## src/rtl/seq_pkg.sv

```systemverilog
// ---------------------------------------------------------------------------
// seq_pkg
// Shared definitions for the 101 framer transmitter and the 101 sequence
// detectors downstream of it.
//   state_e   : framer FSM states
//   PREAMBLE  : 3-bit frame marker, sent MSB first. The detector uses the
//               same value as its match pattern.
//   PRE_LEN   : number of preamble bits
//   cnt_width : width of a down-counter that must hold max(a, b, PRE_LEN)-1
// ---------------------------------------------------------------------------
package seq_pkg;

    typedef enum logic [1:0] {
        IDLE = 2'd0,
        PRE  = 2'd1,
        DATA = 2'd2,
        GAP  = 2'd3
    } state_e;

    localparam logic [2:0] PREAMBLE = 3'b101;
    localparam int         PRE_LEN  = 3;

    // The counter loads N-1 for a phase of N cycles. clog2(max) is therefore
    // always enough, and it is at least 2 because PRE_LEN is 3.
    function automatic int cnt_width(input int a, input int b);
        int m;
        int w;
        m = (a > b) ? a : b;
        m = (m > PRE_LEN) ? m : PRE_LEN;
        w = $clog2(m);
        return (w < 1) ? 1 : w;
    endfunction

endpackage

```

## src/rtl/piso_shift.sv

```systemverilog
// ---------------------------------------------------------------------------
// piso_shift
// WIDTH-bit parallel-in, serial-out shift register, MSB first.
//   clk     : rising-edge clock
//   reset   : asynchronous, active-low clear
//   load    : capture data_in (takes priority over shift)
//   shift   : move every bit one place toward the MSB, zero fills the LSB
//   data_in : parallel word
//   msb     : current MSB, the next bit to transmit
// ---------------------------------------------------------------------------
module piso_shift #(
    parameter int WIDTH = 8
) (
    input  logic             clk,
    input  logic             reset,
    input  logic             load,
    input  logic             shift,
    input  logic [WIDTH-1:0] data_in,
    output logic             msb
);

    logic [WIDTH-1:0] sr_d;
    logic [WIDTH-1:0] sr_q;

    // NOTE: every variable assigned in an always_comb gets a default on the
    // first line, so no path through the block can leave it unassigned and
    // infer a latch.
    always_comb begin
        sr_d = sr_q;
        if (load) begin
            sr_d = data_in;
        end else if (shift) begin
            sr_d = sr_q << 1;
        end
    end

    // NOTE: flops are written with non-blocking assignments only. Every
    // register then updates from the values that held before the edge.
    always_ff @(posedge clk or negedge reset) begin
        if (!reset) begin
            sr_q <= '0;
        end else begin
            sr_q <= sr_d;
        end
    end

    assign msb = sr_q[WIDTH-1];

endmodule

```

## src/rtl/seq_101_framer_tx.sv

```systemverilog
// ---------------------------------------------------------------------------
// seq_101_framer_tx
// Serial transmitter. It sends the "101" preamble, then a WIDTH-bit word MSB
// first, then GAP_CYCLES idle zeros. After that it spends one IDLE cycle
// before it accepts the next word.
//   clk     : rising-edge clock
//   reset   : asynchronous, active-low reset
//   data_in : word to send. It is sampled only on the accept edge.
//   valid   : data_in is valid. The word is accepted when valid and ready
//             are both high at a clock edge.
//   ready   : high only in IDLE
//   out     : registered serial line. It is 0 in IDLE and in the gap.
//   busy    : high from accept until the return to IDLE
//   done    : one-cycle pulse while data bit 0 is on out
// ---------------------------------------------------------------------------
module seq_101_framer_tx
    import seq_pkg::*;
#(
    parameter int WIDTH      = 8,
    parameter int GAP_CYCLES = 2
) (
    input  logic             clk,
    input  logic             reset,
    input  logic [WIDTH-1:0] data_in,
    input  logic             valid,
    output logic             ready,
    output logic             out,
    output logic             busy,
    output logic             done
);

    localparam int CNT_W = cnt_width(WIDTH, GAP_CYCLES);

    // Each phase loads its length minus one. The terminal count of zero
    // selects the next state, so the counter never wraps.
    localparam logic [CNT_W-1:0] PRE_LOAD  = CNT_W'(PRE_LEN - 1);
    localparam logic [CNT_W-1:0] DATA_LOAD = CNT_W'(WIDTH - 1);
    localparam logic [CNT_W-1:0] GAP_LOAD  = CNT_W'((GAP_CYCLES > 0) ? GAP_CYCLES - 1 : 0);

    state_e           state_d, state_q;
    logic [CNT_W-1:0] cnt_d, cnt_q;
    logic [CNT_W-1:0] cnt_dec;
    logic             out_d, out_q;
    logic             done_d, done_q;
    logic             ready_d, ready_q;
    logic             busy_d, busy_q;

    logic             sr_load;
    logic             sr_shift;
    logic             sr_msb;

    piso_shift #(
        .WIDTH (WIDTH)
    ) u_piso_shift (
        .clk     (clk),
        .reset   (reset),
        .load    (sr_load),
        .shift   (sr_shift),
        .data_in (data_in),
        .msb     (sr_msb)
    );

    assign cnt_dec = cnt_q - 1'b1;

    // The next-state logic also computes the value that out takes after the
    // edge. Every output is then a flop, and valid has no combinational path
    // to out.
    always_comb begin
        state_d  = state_q;
        cnt_d    = cnt_q;
        out_d    = 1'b0;
        done_d   = 1'b0;
        sr_load  = 1'b0;
        sr_shift = 1'b0;

        case (state_q)
            IDLE: begin
                // ready is high throughout IDLE, so valid alone accepts.
                if (valid) begin
                    state_d = PRE;
                    cnt_d   = PRE_LOAD;
                    out_d   = PREAMBLE[PRE_LEN-1];
                    sr_load = 1'b1;
                end
            end

            PRE: begin
                if (cnt_q == '0) begin
                    // The first data bit goes out on the edge that enters DATA.
                    state_d  = DATA;
                    cnt_d    = DATA_LOAD;
                    out_d    = sr_msb;
                    sr_shift = 1'b1;
                    done_d   = (DATA_LOAD == '0);
                end else begin
                    // The count after decrement indexes the preamble bit
                    // that goes out next.
                    cnt_d = cnt_dec;
                    out_d = PREAMBLE[cnt_dec[1:0]];
                end
            end

            DATA: begin
                if (cnt_q == '0) begin
                    if (GAP_CYCLES > 0) begin
                        state_d = GAP;
                        cnt_d   = GAP_LOAD;
                    end else begin
                        state_d = IDLE;
                        cnt_d   = '0;
                    end
                end else begin
                    cnt_d    = cnt_dec;
                    out_d    = sr_msb;
                    sr_shift = 1'b1;
                    done_d   = (cnt_dec == '0);
                end
            end

            GAP: begin
                if (cnt_q == '0) begin
                    state_d = IDLE;
                end else begin
                    cnt_d = cnt_dec;
                end
            end

            default: begin
                state_d = IDLE;
                cnt_d   = '0;
            end
        endcase

        ready_d = (state_d == IDLE);
        busy_d  = (state_d != IDLE);
    end

    always_ff @(posedge clk or negedge reset) begin
        if (!reset) begin
            state_q <= IDLE;
            cnt_q   <= '0;
            out_q   <= 1'b0;
            done_q  <= 1'b0;
            ready_q <= 1'b1;
            busy_q  <= 1'b0;
        end else begin
            state_q <= state_d;
            cnt_q   <= cnt_d;
            out_q   <= out_d;
            done_q  <= done_d;
            ready_q <= ready_d;
            busy_q  <= busy_d;
        end
    end

    assign ready = ready_q;
    assign busy  = busy_q;
    assign out   = out_q;
    assign done  = done_q;

endmodule

```

## config.mk

```make
export PLATFORM = sky130hd
export DESIGN_NAME = seq_101_framer_tx
export DESIGN_NICKNAME = d
export VERILOG_FILES = /design/src/rtl/seq_pkg.sv /design/src/rtl/piso_shift.sv /design/src/rtl/seq_101_framer_tx.sv
export SDC_FILE = /design/constraint.sdc
export NUM_CORES = 1
export LEC_CHECK = 0
export BUFFER_PORTS_ARGS = -buffer_cell sky130_fd_sc_hd__clkbuf_2
export CAP_MARGIN = 10
export CORE_MARGIN = 2
export CORE_UTILIZATION = 35
export DETAILED_ROUTE_END_ITERATION = 7
export GPL_ROUTABILITY_DRIVEN = 0
export PLACE_DENSITY = 0.56
export SYNTH_ARGS = -nofsm -noshare
export SYNTH_HDL_FRONTEND = slang
export SYNTH_SLANG_ARGS = --single-unit
```

## constraint.sdc

```tcl
create_clock -name clk -period 3 [get_ports clk]
set_clock_uncertainty 0.15 [all_clocks]
set_input_delay 0.3 -clock clk [delete_from_list [all_inputs] [get_ports clk]]
set_output_delay 0.3 -clock clk [all_outputs]
set_load 0.01 [all_outputs]
```

==> out/results.ini, run 1 <==
[outcome]
run_status=finished, final reports clean

[grt]
grt-ovfl-total=0
grt_pass1_vias=609
grt_max_degree=18
grt_antenna_before_repair=0
grt.total_usage_pct=12.0
grt_pass1_wl_um=2800

[synth]
yosys.area.top_type=dfrtp_1
syn_area_sq_um=923
syn_area_per_cell_sq_um=12.0
synth_cell_types=33
synth_fp_nets=91
yosys_register_bits=17
yosysSeqAreaShare_pct=46.2
netlist.area_leader.share_pct=43.4
synthTopCellsByArea=dfrtp_1 (43%), mux2_1 (17%), ha_1 (4.1%)
yosysWarnings=0
netlist_instances=77

[critical_path]
critPathRequiredTime_ps=3030
critPathMaxFanout=7
r2r_slack_ps=900
cp.arrival_ps=2130
critPathKind=flip-flop to flip-flop
cp-start-kind=flip-flop
cp-end-kind=flip-flop

[detailed_routing]
num_vias=621
drtIter0Drc=8
via_per_inst=5.01
drtAntennaViolNets=0
drc=0
drt-wirelength-per-cell_um=13.1
drt-total-wl_um=1630
drt_first_pass_iters=4

[floorplanning]
core_sq_mm=0.00250
ioPinCount=15
die_width_um=55.4
rows=18
fp.dieH_um=55.4
die_area_sq_mm=0.00307
start_util_pct=36.9

[cts]
post_cts_buffers=0
root_buffer=clkbuf_4
cts_buffer_depth=2
ctsHtreeMaxLevel=1
clkLatencyLatePin_ps=290
cts_sinks=17
cts_tree=yes
cts_inserted_buffers=3
clk_pin_slew_ps=100

[power]
internal_power_mw=0.578
power_frac_clock_pct=13.4
power_density_mw_per_mm2=874
vdd_ir_drop_max_mv=0.398
p_seq_share_pct=45.2
leakage_nw=0.489
switching_share_pct=37.1
combPwrFrac_pct=41.4
switching_power_mw=0.340

[placement]
dp_slack_ps=910
io_buffers=14
dpl.hpwl_um=1170

[hold_path]
hold_class=primary input to flip-flop

[job]
cap_violations=0

[sta]
fin_ws_ps=897
slew_headroom_pct=66.5
worst_pin_slew_ps=503
finalSetupViolCount=0
period_share_pct=70.1
fin_tns_setup_ps=0
timing.final.hold_violations=0
fmax_mhz=475
finalMaxSlewViolations=0
rsz0062_at_grt=no
period_needed_ps=2100

[finish]
final_common_cell=dfrtp_1
nets=109
mostFrequentLayoutCells=dfrtp_1 (16), mux2_1 (14), clkbuf_2 (14)
areaGrowthSynthToFinish_pct=13.8
drive_gt1_share_pct=25.5
n_antenna_cell=0

[stage by stage]
step	utilization, %	cell area (sq um)	instances	power, mW	hold WS, ps
after floorplan	-	923	77	0.720	-146
after global placement	40.6	1010	119	0.795	110
after detailed placement	40.6	1010	119	0.804	112
after CTS	42.0	1050	124	0.929	146
after global routing	42.0	1050	124	1.00	170
final	42.0	1050	124	0.918	158
[repair_timing]
action                     in CTS  in global routing
hold endpoints to repair       16                  0
resized for setup               0                  0
setup endpoints to repair       0                  0
hold buffers                    1                  0
[final cells by class]
type	instances	area [sq um]
clock buffers	4	26.3
fillers	246	1450
inverters	6	22.5
multi-input cells	52	458
flip-flops and latches	17	427
well taps	30	37.5
repair buffers	15	80.1
[per-layer routing]
metal / GRT usage (%) / wire length, um
met1: 17.0 / 804
met2: 16.0 / 719
met3: 2.81 / 56
met4: 8.36 / 48
met5: 0 / 0
[flip-flops by register name, indices dropped and copies added, names as in the netlist]
register / flops
u_piso_shift.sr_q: 8
done: 1
state_q: 2
busy: 1
cnt_q: 3
out: 1
ready: 1
[final timing paths]
| check | from | to | depth (start not counted) |
|---|---|---|---|
| hold / removal | data_in[0] | u_piso_shift.sr_q[0] | 3 |
| hold reg to reg | u_piso_shift.sr_q[7] | out | 1 |
| setup / recovery | cnt_q[0] | u_piso_shift.sr_q[1] | 5 |
| min in group asynchronous | reset | state_q[0] | 2 |
| setup reg to reg | cnt_q[0] | u_piso_shift.sr_q[1] | 5 |
| max in group asynchronous | reset | ready | 2 |
[critical path, stage by stage (launching register included)]
cell      delay [ps]
dfrtp_1          430
inv_1            100
ha_1             260
nand2b_1         180
a211oi_4         490
mux2_1           370
[logic make-up after synthesis]
kind of cell	Yosys count	synth area share (%)
compound gates	16	13.6
xor+xnor	1	0.949
fa+ha+maj	3	4.07
buf+inv	8	4.20
flops	17	46.2
mux	15	18.2
simple gates	17	12.9
[cells in the mapped netlist]
library cell  count
nor2_1            3
nand4b_1          1
dfrtp_1          16
nor3b_4           1
nand2b_1          2
mux2i_1           1
a21boi_0          1
dfstp_2           1
and2b_2           1
buf_6             1
o21ai_1           1
ha_1              3
a31oi_1           1
nor2b_1           2
nor3_1            1
o31a_2            1
nor3b_1           1
a311oi_1          1
o22ai_1           2
inv_1             6
o21ai_0           2
xnor2_1           1
nand2_1           2
o2bb2ai_1         1
a222oi_1          1
o221a_2           1
and3b_4           1
or2_1             1
a211oi_4          1
buf_2             1
a21oi_1           3
mux2_1           14
nand3b_1          1
[power by group through the flow]
stage	combinational (mW)	clock (mW)	sequential [mW]
2_1_floorplan	0.330	0	0.389
3_3_place_gp	0.376	0	0.419
3_5_place_dp	0.384	0	0.420
4_1_cts	0.386	0.128	0.415
5_1_grt	0.430	0.138	0.434
6_report	0.380	0.123	0.415
Note: power is estimated with default switching activity, not from simulation.
==> run 2: changes to the inputs <==
- ABC_AREA: not set -> 1
- PLACE_DENSITY: 0.56 -> 0.58
- clock period: 3 -> 1.83 ns (I/O delays scaled with it)
==> out/results.ini, run 2 <==
[outcome]
run_status=finished, final reports clean

[sta]
fin_tns_setup_ps=0  ; unchanged
finalMaxSlewViolations=0  ; unchanged
finalSetupViolCount=0  ; unchanged
timing.final.hold_violations=0  ; unchanged
period_needed_ps=1630  ; -473 ps
period_share_pct=89.1  ; +19 points
fmax_mhz=613  ; +29%
worst_pin_slew_ps=427  ; -76.2 ps
holdWs_ps=55.3  ; -102 ps
rsz0062_at_grt=no
slew_headroom_pct=71.5  ; +5.1 points

[power]
leakage_nw=0.613  ; +25%
vdd_ir_drop_max_mv=0.737  ; +85%
power.total_mw=1.66  ; +81%
power_density_mw_per_mm2=1540  ; +76%

[critical_path]
crit_path_top_delay_cell=dfrtp_1
cpMostUsedCell=nand2_1
crit_start=cnt_q[0]
cp-end-kind=flip-flop
critPathMaxFanout=10  ; +3
cp-start-kind=flip-flop
crit_path_max_incr_delay_ps=420  ; -70 ps
cp.arrival_ps=1670  ; -460 ps
r2r-start=cnt_q[0]
cp_cell_sequence=inv_1 -> ha_1 -> nand2_4 -> nand2_2 -> nand3_2 -> nand2_1 -> nand2_1
critPathKind=flip-flop to flip-flop
critPathRequiredTime_ps=1870  ; -1160 ps

[synth]
synthTopCellsByArea=dfrtp_1 (42%), nand2_1 (18%), nand3_1 (7.4%)
netlist_instances=117  ; +52%
yosys_register_bits=17  ; unchanged
synth_edf_count=0  ; unchanged
yosys.area.top_type=dfrtp_1
yosysWarnings=0  ; unchanged
ys_top_cells_by_count=nand2_1 (46), dfrtp_1 (16), nand3_1 (14)
netlist.area_leader.share_pct=42.3  ; -1.1 points
ys.flop_type=dfrtp_1
yosysSeqAreaShare_pct=45.0  ; -1.2 points
yosysMostFrequentCell=nand2_1
syn_area_sq_um=947  ; +2.6%
syn_area_per_cell_sq_um=8.10  ; -32%
synth_cell_types=19  ; -42%
synthArstFlopShare_pct=100  ; unchanged
synth_fp_nets=131  ; +44%

[floorplanning]
rows=18  ; unchanged
start_util_pct=37.5  ; +0.61 points
die_area_sq_mm=0.00314  ; +2.4%
fp.dieH_um=56.0  ; +1.2%
ioPinCount=15  ; unchanged
die_width_um=56.0  ; +1.2%
core_sq_mm=0.00252  ; +0.90%

[finish]
regMostFlops=u_piso_shift.sr_q
mostFrequentLayoutCells=nand2_1 (46), dfrtp_1 (16), nand3_1 (14), clkbuf_2 (14), nand4_1 (7)
nets=150  ; +38%
largest_reg_flops=8  ; unchanged
n_antenna_cell=0  ; unchanged
fillers=269  ; +9.3%
drive_gt1_share_pct=25.9  ; +0.39 points
areaGrowthSynthToFinish_pct=14.3
final_common_cell=nand2_1
final_util_pct=42.9  ; +0.86 points
reg.largest.list=u_piso_shift.sr_q (8), cnt_q (3), state_q (2)

[grt]
grt.total_usage_pct=12.8  ; +0.82 points
grt_pass1_wl_um=3250  ; +16%
grt_pass1_vias=711  ; +17%
grt-ovfl-total=0  ; unchanged
grt_max_degree=18  ; unchanged
grt_antenna_before_repair=0  ; unchanged

[cts]
cts_tree=yes
cts_buffer_depth=2  ; unchanged
clkLatencyLatePin_ps=290  ; about the same
ctsHtreeMaxLevel=1  ; unchanged
cts_sinks=17  ; unchanged
root_buffer=clkbuf_4
cts_inserted_buffers=3  ; unchanged
clk_pin_slew_ps=110  ; about the same
cts_resized=0  ; unchanged

[detailed_routing]
drt-total-wl_um=1830  ; +12%
drt-wirelength-per-cell_um=11.1  ; -16%
via_per_inst=4.74  ; -5.4%
num_vias=782  ; +26%
drtAntennaViolNets=0  ; unchanged
drt_first_pass_iters=4  ; unchanged
drtIter0Drc=17  ; +9
drc=0  ; unchanged

[placement]
io_buffers=14  ; unchanged
dpl.hpwl_um=1360  ; +16%

[hold_path]
hold_start=data_in[2]
hold_class=primary input to flip-flop

[job]
cap_violations=0  ; unchanged

-- run 2: per-layer routing --
metal | global-route usage (%) | vias to the layer above | routed length (um)
met2 | 18.7 | 19 | 763
li1 | - | 415 | -
met1 | 18.6 | 346 | 944
met4 | 2.04 | 0 | 15
met5 | 0 | - | 0
met3 | 4.42 | 2 | 106
-- run 2: path summary, 6_finish.rpt --
path,endpoint,slack (ps),depth (start not counted)
setup / recovery,u_piso_shift.sr_q[5],200,7
hold / removal,u_piso_shift.sr_q[2],60,5
setup reg to reg,u_piso_shift.sr_q[5],200,7
hold reg to reg,cnt_q[1],350,2
max in group asynchronous,ready,1010,2
min in group asynchronous,cnt_q[2],190,2
-- run 2: area by class of cell --
class / instances / area (sq um) / share of cell area [%]
Clock buffer: 3 / 22.5 / 2.08
Clock inverter: 1 / 5.00 / 0.462
Inverter: 9 / 36.3 / 3.35
Multi-Input combinational cell: 88 / 457 / 42.2
Sequential cell: 17 / 427 / 39.4
Tap cell: 30 / 37.5 / 3.47
Timing Repair Buffer: 17 / 97.6 / 9.02
-- run 2: where the power goes --
part / internal [mW] / switching (mW)
registers: 0.527 / 0.103
clock network: 0.0813 / 0.125
logic: 0.292 / 0.534
total: 0.900 / 0.762
-- run 2: cells by family (layout without fill, tap and decap cells) --
kind of cell             Yosys count  in the layout  synth area share (%)
AND/OR/NAND/NOR                   79             79                  39.9
flip-flops                        17             17                  45.0
buffers and inverters             12             30                  6.74
AO/OA/AOI/OAI                      6              6                  4.36
adder cells (fa/ha/maj)            3              3                  3.96
-- run 2: what timing repair did --
action	in CTS	in global routing
endpoints found under the hold margin	18	0
hold buffers	2	0
buffers inserted	0	0
-- run 2: through the flow --
step,instances,area (sq um),setup slack [ps]
after detailed placement,159,1030,202
after global placement,159,1030,249
after floorplan,117,947,374
after CTS,165,1080,187
final,165,1080,200
after global routing,165,1080,12.0
-- run 2: worst max-delay path: cells and delay by family (launching register included) --
kind                     cells  cell delay (ps)
adder cells (fa/ha/maj)      1              220
buffers and inverters        1              100
flip-flops                   1              420
AND/OR/NAND/NOR              5              640
